## src/rtl/arith_pkg.sv

```systemverilog
// Shared arithmetic-unit definitions.
//   state_t    : sequencer states of the multi-cycle divider
//   DEFAULT_W  : default operand width of the arithmetic unit
//   cnt_width  : width of a counter that indexes n steps
package arith_pkg;

  typedef enum logic [1:0] {
    IDLE   = 2'd0,
    CHECK  = 2'd1,
    CALC   = 2'd2,
    FINISH = 2'd3
  } state_t;

  localparam int DEFAULT_W = 32;

  // Bits needed to count 0..n-1; at least one bit so the counter is never empty.
  function automatic int cnt_width(input int n);
    return (n > 1) ? $clog2(n) : 1;
  endfunction

endpackage

```

## src/rtl/signed_seq_divider_if.sv

```systemverilog
// Start/busy/done handshake bundle for the signed sequential divider.
//   master : drives start, dividend (2N), divisor (N); observes results
//   slave  : the divider; drives busy, done, quotient, remainder,
//            div_by_zero, overflow
interface signed_seq_divider_if #(
  parameter int N = arith_pkg::DEFAULT_W
);
  logic                  start;
  logic signed [2*N-1:0] dividend;
  logic signed [N-1:0]   divisor;
  logic                  busy;
  logic                  done;
  logic signed [N-1:0]   quotient;
  logic signed [N-1:0]   remainder;
  logic                  div_by_zero;
  logic                  overflow;

  modport master (
    output start, dividend, divisor,
    input  busy, done, quotient, remainder, div_by_zero, overflow
  );

  modport slave (
    input  start, dividend, divisor,
    output busy, done, quotient, remainder, div_by_zero, overflow
  );
endinterface

```

## src/rtl/restoring_div_step.sv

```systemverilog
// One combinational step of radix-2 restoring division on magnitudes.
//   r      : partial remainder (always < dsr on entry)
//   in_bit : next dividend bit shifted in
//   dsr    : divisor magnitude
//   r_next : partial remainder after the step
//   q_bit  : quotient bit produced by the step
module restoring_div_step
  import arith_pkg::*;
#(
  parameter int N = DEFAULT_W
) (
  input  logic [N-1:0] r,
  input  logic         in_bit,
  input  logic [N-1:0] dsr,
  output logic [N-1:0] r_next,
  output logic         q_bit
);

  // Trial value needs N+1 bits: r < dsr guarantees the difference fits in N.
  logic [N:0] trial;

  assign trial  = {r, in_bit};
  assign q_bit  = (trial >= {1'b0, dsr});
  assign r_next = q_bit ? N'(trial - {1'b0, dsr}) : trial[N-1:0];

endmodule

```

## src/rtl/signed_seq_divider.sv

```systemverilog
// Multi-cycle signed divider: 2N-bit dividend / N-bit divisor -> N-bit
// quotient (truncated toward zero) and N-bit remainder (sign of dividend).
// Radix-2 restoring division on magnitudes, one quotient bit per cycle.
//   clk, reset (sync, active-high), enable (clock enable for all state)
//   bus (slave): start/dividend/divisor in; busy/done/quotient/remainder/
//                div_by_zero/overflow out
// Latency from accepted start: N+2 edges normally, 2 edges when CHECK
// detects divide-by-zero or an obviously oversized quotient.
module signed_seq_divider
  import arith_pkg::*;
#(
  parameter int N = DEFAULT_W
) (
  input  logic                  clk,
  input  logic                  reset,
  input  logic                  enable,
  signed_seq_divider_if.slave   bus
);

  localparam int CW = cnt_width(N);

  state_t        state;
  logic [CW-1:0] count;
  logic          err_dz;
  logic          err_ov;

  logic          sign_q;
  logic          sign_r;
  logic [N-1:0]  dsr_mag;
  // rem_mag holds the partial remainder; lo_mag starts as the low half of
  // |dividend| and fills with quotient bits from the right as it shifts out.
  logic [N-1:0]  rem_mag;
  logic [N-1:0]  lo_mag;

  logic [N-1:0]  step_r;
  logic          step_q;

  function automatic logic [2*N-1:0] mag_2n(input logic signed [2*N-1:0] v);
    logic [2*N-1:0] u;
    u = v;
    return v[2*N-1] ? (~u + 1'b1) : u;
  endfunction

  function automatic logic [N-1:0] mag_n(input logic signed [N-1:0] v);
    logic [N-1:0] u;
    u = v;
    return v[N-1] ? (~u + 1'b1) : u;
  endfunction

  function automatic logic [N-1:0] apply_sign(input logic neg, input logic [N-1:0] m);
    return neg ? (~m + 1'b1) : m;
  endfunction

  // Magnitude 2^(N-1) is representable only as a negative result.
  function automatic logic q_out_of_range(input logic neg, input logic [N-1:0] m);
    return neg ? (m[N-1] & (|m[N-2:0])) : m[N-1];
  endfunction

  restoring_div_step #(.N(N)) u_step (
    .r      (rem_mag),
    .in_bit (lo_mag[N-1]),
    .dsr    (dsr_mag),
    .r_next (step_r),
    .q_bit  (step_q)
  );

  assign bus.busy = (state != IDLE);

  // Control and result registers
  always_ff @(posedge clk) begin
    if (reset) begin
      state           <= IDLE;
      count           <= '0;
      err_dz          <= 1'b0;
      err_ov          <= 1'b0;
      bus.done        <= 1'b0;
      bus.quotient    <= '0;
      bus.remainder   <= '0;
      bus.div_by_zero <= 1'b0;
      bus.overflow    <= 1'b0;
    end else if (enable) begin
      bus.done <= 1'b0;
      case (state)
        IDLE: begin
          if (bus.start) begin
            err_dz          <= 1'b0;
            err_ov          <= 1'b0;
            bus.div_by_zero <= 1'b0;
            bus.overflow    <= 1'b0;
            state           <= CHECK;
          end
        end
        CHECK: begin
          if (dsr_mag == '0) begin
            err_dz <= 1'b1;
            state  <= FINISH;
          end else if (rem_mag >= dsr_mag) begin
            // Upper half already >= divisor: quotient needs more than N bits.
            err_ov <= 1'b1;
            state  <= FINISH;
          end else begin
            count <= '0;
            state <= CALC;
          end
        end
        CALC: begin
          count <= count + 1'b1;
          if (count == CW'(N - 1)) state <= FINISH;
        end
        FINISH: begin
          bus.done <= 1'b1;
          state    <= IDLE;
          if (err_dz) begin
            bus.div_by_zero <= 1'b1;
            bus.quotient    <= '0;
            bus.remainder   <= '0;
          end else if (err_ov || q_out_of_range(sign_q, lo_mag)) begin
            bus.overflow  <= 1'b1;
            bus.quotient  <= '0;
            bus.remainder <= '0;
          end else begin
            bus.quotient  <= apply_sign(sign_q, lo_mag);
            bus.remainder <= apply_sign(sign_r, rem_mag);
          end
        end
        default: state <= IDLE;
      endcase
    end
  end

  // Operand capture and iteration datapath
  always_ff @(posedge clk) begin
    if (enable) begin
      case (state)
        IDLE: begin
          if (bus.start) begin
            sign_q            <= bus.dividend[2*N-1] ^ bus.divisor[N-1];
            sign_r            <= bus.dividend[2*N-1];
            {rem_mag, lo_mag} <= mag_2n(bus.dividend);
            dsr_mag           <= mag_n(bus.divisor);
          end
        end
        CALC: begin
          rem_mag <= step_r;
          lo_mag  <= {lo_mag[N-2:0], step_q};
        end
        default: ;
      endcase
    end
  end

endmodule

```

## src/flat_wrapper.sv

```systemverilog
// flat-port wrapper written by rule: the top's interface ports become plain ports
module signed_seq_divider_flat import arith_pkg::*;
#(
  parameter int N = DEFAULT_W
)
  (clk, reset, enable, bus_start, bus_dividend, bus_divisor, bus_busy, bus_done, bus_quotient, bus_remainder, bus_div_by_zero, bus_overflow);
  signed_seq_divider_if #(.N(N)) bus_i ();
  input  logic clk;
  input  logic reset;
  input  logic enable;
  input wire logic [$bits(bus_i.start)-1:0] bus_start;
  input wire logic [$bits(bus_i.dividend)-1:0] bus_dividend;
  input wire logic [$bits(bus_i.divisor)-1:0] bus_divisor;
  output wire logic [$bits(bus_i.busy)-1:0] bus_busy;
  output wire logic [$bits(bus_i.done)-1:0] bus_done;
  output wire logic [$bits(bus_i.quotient)-1:0] bus_quotient;
  output wire logic [$bits(bus_i.remainder)-1:0] bus_remainder;
  output wire logic [$bits(bus_i.div_by_zero)-1:0] bus_div_by_zero;
  output wire logic [$bits(bus_i.overflow)-1:0] bus_overflow;
  assign bus_i.start = bus_start;
  assign bus_i.dividend = bus_dividend;
  assign bus_i.divisor = bus_divisor;
  assign bus_busy = bus_i.busy;
  assign bus_done = bus_i.done;
  assign bus_quotient = bus_i.quotient;
  assign bus_remainder = bus_i.remainder;
  assign bus_div_by_zero = bus_i.div_by_zero;
  assign bus_overflow = bus_i.overflow;
  signed_seq_divider #(.N(N)) u_core (.clk(clk), .reset(reset), .enable(enable), .bus(bus_i));
endmodule
```

## config.mk

```make
export PLATFORM = sky130hd
export DESIGN_NAME = signed_seq_divider_flat
export DESIGN_NICKNAME = d
export VERILOG_FILES = /design/src/rtl/arith_pkg.sv /design/src/rtl/signed_seq_divider_if.sv /design/src/rtl/restoring_div_step.sv /design/src/rtl/signed_seq_divider.sv /design/src/flat_wrapper.sv
export SDC_FILE = /design/constraint.sdc
export NUM_CORES = 1
export LEC_CHECK = 0
export CORE_MARGIN = 2
export CORE_UTILIZATION = 45
export CTS_CLUSTER_SIZE = 28
export DETAILED_ROUTE_END_ITERATION = 6
export HOLD_SLACK_MARGIN = 0.03
export PLACE_DENSITY = 0.64
export SYNTH_ARGS = -nofsm -noshare
export SYNTH_HDL_FRONTEND = slang
export SYNTH_SLANG_ARGS = --single-unit
export TNS_END_PERCENT = 10
```

## constraint.sdc

```tcl
create_clock -name clk -period 8 [get_ports clk]
set_input_delay 1.6 -clock clk [delete_from_list [all_inputs] [get_ports clk]]
set_output_delay 1.6 -clock clk [all_outputs]
set_load 0.05 [all_outputs]
```

# Word level (Yosys, flattened, before mapping)
# Cells that the tools add are included.
# totals
reg_bits,174
inputBits,100
output_inout_bits,68
wordCells,94
# classes
n_reduce_logical,18
mux,34
n_bitwise,6
n_addsub,6
magnitude_cmp,2
n_eq_ne,13
# op_table
operator,count
32-bit 2-to-1 mux,9
32-bit case mux with 2 select lines,2
"32-bit by 1-bit adder with 32-bit output, second input constant",3
32-bit inverter,3
"64-bit by 1-bit adder with 64-bit output, second input constant",1
64-bit 2-to-1 mux,1
64-bit inverter,1
33-bit by 32-bit greater-or-equal comparator with 1-bit output,1
32-bit greater-or-equal comparator,1
32-bit zero test,1
32-bit subtractor,1
31-bit 2-to-1 mux,1
31-bit OR reduction,1
4-bit AND reduction,3
1-bit 2-to-1 mux,10
5-bit 2-to-1 mux,2
"2-bit by 1-bit != test with 1-bit output, second input constant",5
5-bit case mux with 2 select lines,1
5-bit AND reduction,2
2-bit nonzero test,5
3-bit AND reduction,3
"2-bit != test, second input constant",4
1-bit case mux with 2 select lines,4
2-bit case mux with 4 select lines,1
other kinds (10),13

# Longest topological paths before layout
# Gate-level depths: netlist of run 1.
# depth
word_depth,7
ltp_mapped,13
mapped_depth_nobuf,11

# Modules after synthesis
# A second synthesis of run 1 with hierarchy kept.
# unflattened
cells_unflattened,1459
area_unflattened_um2,12858.6
# modules_own_cells
mod,cells_each,seq_area_each_um2,area_each_um2,n_inst
signed_seq_divider,1136,4464.3,10527.6,1
restoring_div_step,323,0.0,2331.0,1

# Worst setup path before layout of run 1
# No wires, ideal clock.
# synth_path
path_type,input port to flip-flop
startpoint,input port bus_dividend[14]
endpoint,"register u_core.rem_mag[14], data pin"
n_path_buf,1
t_required_ns,7.721
setup_time_ns,0.279
path_slack_ns,3.794
t_arrival_ns,3.928
stages,9
cell_sequence,or4_1 > nor3_1 > nand3_1 > or3_1 > clkbuf_1 > or3_1 > o31ai_2 > xor2_1 > mux2i_1
# synth_via
elab_chain_cells,5
# synth_lines
item,line,text
start: declaration,flat_wrapper.sv:12,input wire logic [$bits(bus_i.dividend)-1:0] bus_dividend;
64-bit inverter,signed_seq_divider.sv:41,return v[2*N-1] ? (~u + 1'b1) : u;
64-bit by 1-bit adder with 64-bit output,signed_seq_divider.sv:41,
64-bit 2-to-1 mux,signed_seq_divider.sv:41,
32-bit 2-to-1 mux,signed_seq_divider.sv:136,if (bus.start) begin
32-bit case mux with 2 select lines,signed_seq_divider.sv:134,case (state)
end signal: assignment,signed_seq_divider.sv:139,"{rem_mag, lo_mag} <= mag_2n(bus.dividend);"
end signal: assignment,signed_seq_divider.sv:144,rem_mag <= step_r;
end: declaration,signed_seq_divider.sv:32,logic [N-1:0] rem_mag;
# No other way between the ends. The select of a mux whose other input is x is not followed.
# A chain may end at the register's enable or synchronous reset.

# Worst setup path after layout of run 1
# Ends and elaborated chain as after synthesis.

==> flow_summary.yaml, run 1 <==
finish:
  nFillCells: 2600
  drive_gt1_share_pct: 4.01
  design_area_sq_mm: 0.0151
  syn2layout_area_growth_pct: 20.5
  nets: 1732
  finalNonFillerCells: 1949
synthesis:
  yosys_warnings: 0
  syn-mean-instance-area_sq_um: 8.83
  ys_seq_elements: 174
  netlist_top_cells_area: "edfxtp_1 23%, dfxtp_1 12%, ha_1 7.4%, xnor2_1 7.3%, o21ai_0 5.0%"
  synthTopCellsByCount: "149 x nand2_1, 126 x o21ai_0, 104 x xnor2_1"
  synth_area_leader_cell: "edfxtp_1"
  ys_types: 71
  yosys.cell_count.top_type: "nand2_1"
  netlist_area_sq_mm: 0.0126
  synth_edf_count: 98
  synthCells: 1423
  yosysSeqAreaShare_pct: 35.5
  syn-num-nets: 1598
  yosysTopAreaCellShare_pct: 23.4
  yosys_most_used_dff: "edfxtp_1"
  postSynth.asyncResetShare_pct: 0
drt:
  drc: 0
  vias_per_cell: 5.77
  wire_per_inst_microns: 18.8
  vias: 11200
  dr.pass1.iters: 5
  drt_iter0_drc: 859
  wirelength_mm: 36.6
  ant_nets: 0
setup_path:
  cpLargestDelayFamily: "simple AND/OR/NAND/NOR gates"
  arrival_ns: 4.86
  crit_top_cell: "or3_1"
  cp.buffers_inverters: 1
  path_cells: "clkdlybuf4s50_1 > or4_1 > nor3_1 > nand3_1 > or3_1 > or3_1 > o31ai_2 > xor2_1 > mux2i_1"
  critPathLaunchType: "primary input"
  crit_type: "in2reg"
  worstPathMaxFanout: 7
  crit_path_end_kind: "register"
  slowest_stage: "or4_1"
  r2r-start: "u_core.lo_mag[4]"
  r2r_cells: 9
  rrSetupSlack_ns: 3.89
  max_stage_delay_ns: 0.60
  required_ns: 8.16
  timing.rr.end: "u_core.bus.quotient[27]"
pwr:
  total_power_mw: 2.52
  ir_drop_mv: 0.136
  power.density_mw_per_mm2: 167
  p_leak_nw: 5.42
grt:
  grt_pass1_wl_mm: 56.4
  antenna_found_initial: 2
  first_global_vias: 10300
  grt_max_degree: 103
  grt.total_usage_pct: 25.0
  grt-ovfl-total: 0
hold_path:
  min_from: "u_core.bus.quotient[31]"
  worstHoldPathCells: 2
  whs_endpoint: "u_core.bus.quotient[31]"
  hold_class: "reg2reg"
clocking:
  path_clk_slew_ns: 0.08
  ctsLongestPathBuffers: 2
  cts_made_buffers: 17
  clock-sinks: 174
  root_buffer: "clkbuf_16"
  htreeDepth: 4
  insertion_delay_ns: 0.44
  post-cts-setup-buffer-count: 0
  cts_resized: 0
  hold_buffers: 0
  cts_tree: "done"
sta:
  setup_violations: 0
  post-route-period-util_pct: 58.7
  clock_skew_ns: 0.0143
  fmax_mhz: 213
  worst_slack_ns: 3.30
  fin_crit_ns: 4.70
  final.setup.tns_ns: 0
  relSlewSlack_pct: 19.2
  worstMarginPinSlew_ns: 1.21
  final-hold-violation-count: 0
  finalMaxSlewViolations: 0
  rsz0062_at_grt: "no"
placement:
  place_ws_ns: 2.91
  place_inst: 1916
  dpl-instance-area_sq_mm: 0.0145
  hpwl_mm: 28.2
  place_congestion: 0.888
  numPortBuffers: 167
die:
  start_util_pct: 45.5
  coreArea_sq_mm: 0.0276
  row_count: 61
  io_pins: 168
  fp.dieW_microns: 171
  dieHeight_microns: 171
  die_area_sq_mm: 0.0293
run_status:
  status: "finished, final reports clean"
flow_run:
  cap_violations: 0
[cell families after synthesis]
group	synth area share, %
simple gates	17.8
compound gates	20.5
flops	35.5
xor+xnor	12.1
buf+inv	3.79
fa+ha+maj	7.53
mux	2.81
[worst max-delay path by stage]
stage                          start                 end  slack, ns  cells after the start
finish              bus_dividend[14]  u_core.rem_mag[14]       3.30                      9
global route        bus_dividend[14]  u_core.rem_mag[30]       3.15                      9
CTS                 bus_dividend[14]  u_core.rem_mag[14]       3.39                      9
detailed placement  bus_dividend[14]  u_core.rem_mag[14]       2.91                      9
global placement    bus_dividend[14]  u_core.rem_mag[14]       2.94                      9
floorplan           bus_dividend[14]  u_core.rem_mag[14]       3.79                      9
[area by class of cell]
type	instances	area [sq um]	share of cell area, %
well taps	378	473	3.13
diodes	1	2.50	0.0165
repair buffers	177	1740	11.5
clock buffers	18	429	2.84
flip-flops and latches	174	4460	29.5
multi-input cells	1132	7650	50.5
clock inverters	14	170	1.12
inverters	55	206	1.36
[cell usage in the layout (no fill, tap or decap), types with 55 or more instances in the layout]
| cell | count |
|---|---|
| clkdlybuf4s50_1 | 165 |
| dfxtp_1 | 76 |
| edfxtp_1 | 98 |
| ha_1 | 73 |
| inv_1 | 55 |
| nand2_1 | 148 |
| nor2_1 | 100 |
| o21ai_0 | 125 |
| o31ai_1 | 57 |
| xnor2_1 | 104 |
| xor2_1 | 69 |
[worst register-to-register path, delay by kind of cell (launching register included)]
family	cells	cell delay, ns
AOI/OAI and AO/OA	2	0.52
buffers and inverters	1	0.50
and+or+nand+nor	6	2.56
DFF	1	0.45
[registers in the layout, indices dropped and copies added (netlist names)]
signal / flops
u_core.err_ov: 1
u_core.bus.done: 1
u_core.sign_r: 1
u_core.state: 2
u_core.rem_mag: 32
u_core.count: 5
u_core.bus.quotient: 32
u_core.bus.remainder: 32
u_core.sign_q: 1
u_core.lo_mag: 32
u_core.err_dz: 1
u_core.dsr_mag: 32
u_core.bus.overflow: 1
u_core.bus.div_by_zero: 1
[metal layers]
| layer | global-route usage, % | wire (microns) | vias up |
|---|---|---|---|
| met5 | 0 | 7 | - |
| met4 | 7.70 | 941 | 2 |
| met3 | 4.37 | 2570 | 52 |
| met2 | 38.9 | 16300 | 371 |
| met1 | 35.2 | 16900 | 5282 |
| li1 | - | - | 5537 |
[where the power goes]
part | leakage (nW) | total [mW] | switching (mW) | internal [mW]
clock | 0.291 | 0.852 | 0.428 | 0.424
combinational | 3.61 | 0.605 | 0.346 | 0.259
sequential | 1.52 | 1.06 | 0.0583 | 1.01
[through the flow]
step | util [%] | hold slack [ns]
finish | 54.8 | 0.450
global route | 54.8 | 0.463
floorplan | - | 0.427
CTS | 54.7 | 0.454
detailed placement | 52.6 | 0.443
global placement | 52.6 | 0.439
No activity file was read; power rests on OpenSTA's default activity.
==> run 2, diff against run 1 <==
- PLACE_DENSITY: 0.64 -> 0.67
- clock period: 8 -> 4.05 ns (I/O delays scaled with it)
==> run 2 against run 1 <==
- routed wire length increased by 3.2%
- largest cell class unchanged
- clock power is 100% higher
- via count is 2.5% higher
- largest power group unchanged
- core utilization rose by 1.6 points
==> flow_summary.yaml, run 2 (same netlist as run 1, synthesis figures left out) <==
run_status:
  status: "finished, final reports clean"
pwr:
  seqPwrFrac_pct: 40.9
  combPwrFrac_pct: 24.9
  p_int_mw: 3.40
  p_sw_share_pct: 33.2
  power.switching_mw: 1.69
  ir_drop_mv: 0.278
  power.density_mw_per_mm2: 327
  p_leak_nw: 5.68
  clockPowerShare_pct: 34.2
finish:
  design_area_sq_mm: 0.0156
  nets: 1781
  final_common_cell: "clkdlybuf4s50_1"
  syn2layout_area_growth_pct: 23.9
  layout_common_cells: "165 x clkdlybuf4s50_1, 148 x nand2_1, 125 x o21ai_0"
  drive_gt1_share_pct: 6.98
  utilization_pct: 56.3
drt:
  vias_per_cell: 5.77
  vias: 11500
  wire_per_inst_microns: 18.9
  ant_nets: 0
  drt_iter0_drc: 909
  drc: 0
  dr.pass1.iters: 6
  wirelength_mm: 37.8
sta:
  worst_slack_ns: 0.392
  worstMarginPinSlew_ns: 1.19
  rsz0062_at_grt: "no"
  post-route-period-util_pct: 90.3
  finalMaxSlewViolations: 0
  relSlewSlack_pct: 20.2
  fin_crit_ns: 3.66
  setup_violations: 0
  final-hold-violation-count: 0
  clock_skew_ns: 0.0152
  final.setup.tns_ns: 0
  fmax_mhz: 273
clocking:
  post-cts-setup-buffer-count: 0
  root_buffer: "clkbuf_16"
  cts_made_buffers: 17
  path_clk_slew_ns: 0.08
  hold_buffers: 0
  clock-sinks: 174
  insertion_delay_ns: 0.45
  cts_tree: "done"
  htreeDepth: 4
  cts_resized: 0
  ctsLongestPathBuffers: 2
setup_path:
  timing.rr.end: "u_core.rem_mag[28]"
  crit_type: "reg2reg"
  crit_path_end_kind: "register"
  rrSetupSlack_ns: 0.39
  r2r-start: "u_core.lo_mag[31]"
  critPathLaunchType: "register"
  r2r_cells: 11
  required_ns: 4.23
  arrival_ns: 3.84
  worstPathMaxFanout: 6
hold_path:
  min_from: "u_core.count[4]"
  hold_class: "reg2reg"
  worstHoldPathCells: 2
  whs_endpoint: "u_core.count[4]"
placement:
  hpwl_mm: 29.2
  dpl-instance-area_sq_mm: 0.0149
  numPortBuffers: 167
  place_congestion: 0.928
  place_ws_ns: 0.0417
die:
  fp.dieW_microns: 171
  die_area_sq_mm: 0.0293
  row_count: 61
  coreArea_sq_mm: 0.0276
  io_pins: 168
  dieHeight_microns: 171
  start_util_pct: 45.5
grt:
  first_global_vias: 10800
  grt-ovfl-total: 0
  grt_max_degree: 66
  grt_pass1_wl_mm: 58.7
  grt.total_usage_pct: 25.8
  antenna_found_initial: 1
flow_run:
  cap_violations: 0
[run 2: worst max-delay path by stage]
stage / from / endpoint / slack [ns]
after global routing: u_core.lo_mag[31] / u_core.rem_mag[28] / 0.31
after detailed placement: bus_dividend[50] / u_core.rem_mag[30] / 0.04
final: u_core.lo_mag[31] / u_core.rem_mag[28] / 0.39
after CTS: u_core.lo_mag[31] / u_core.rem_mag[28] / 0.50
after floorplan: bus_dividend[14] / u_core.rem_mag[14] / 0.63
after global placement: bus_dividend[50] / u_core.rem_mag[30] / 0.05
[run 2: power by group through the flow]
stage	Combinational, mW	Clock (mW)	Sequential [mW]
2_1_floorplan	0.805	0	2.11
3_3_place_gp	1.24	0	2.12
3_5_place_dp	1.25	0	2.12
4_1_cts	1.26	1.77	2.08
5_1_grt	1.39	1.83	2.09
6_report	1.27	1.74	2.08
[run 2: per-stage QoR]
step | hold slack, ns | instances | power (mW)
detailed placement | 0.448 | 1965 | 3.37
global placement | 0.438 | 1965 | 3.35
global route | 0.464 | 1998 | 5.31
finish | 0.459 | 1998 | 5.09
floorplan | 0.427 | 1423 | 2.91
CTS | 0.460 | 1997 | 5.11
[run 2: cell type report]
type                       count  area (sq um)
tap                          378           473
multi-input combinational   1132          7650
inverter                      55           206
antenna                        1          2.50
fill                        2588         12100
sequential                   174          4460
timing repair buffer         226          2140
clock inverter                14           185
clock buffer                  18           439
[run 2: critical path, stage by stage, from the launching register on]
cell	delay (ns)
edfxtp_1	0.48
inv_1	0.29
ha_1	0.25
nor2b_1	0.07
o31a_1	0.31
o31ai_1	0.58
a31oi_1	0.32
nor4b_1	0.24
buf_4	0.19
or4_1	0.46
o31ai_1	0.11
nor3_1	0.10
[run 2: metal layers]
metal | routed length, microns | GRT usage [%] | vias to the layer above
li1 | - | - | 5635
met1 | 17500 | 36.0 | 5485
met2 | 17500 | 41.7 | 358
met3 | 1950 | 3.12 | 51
met4 | 843 | 7.85 | 0
met5 | 0 | 0 | -
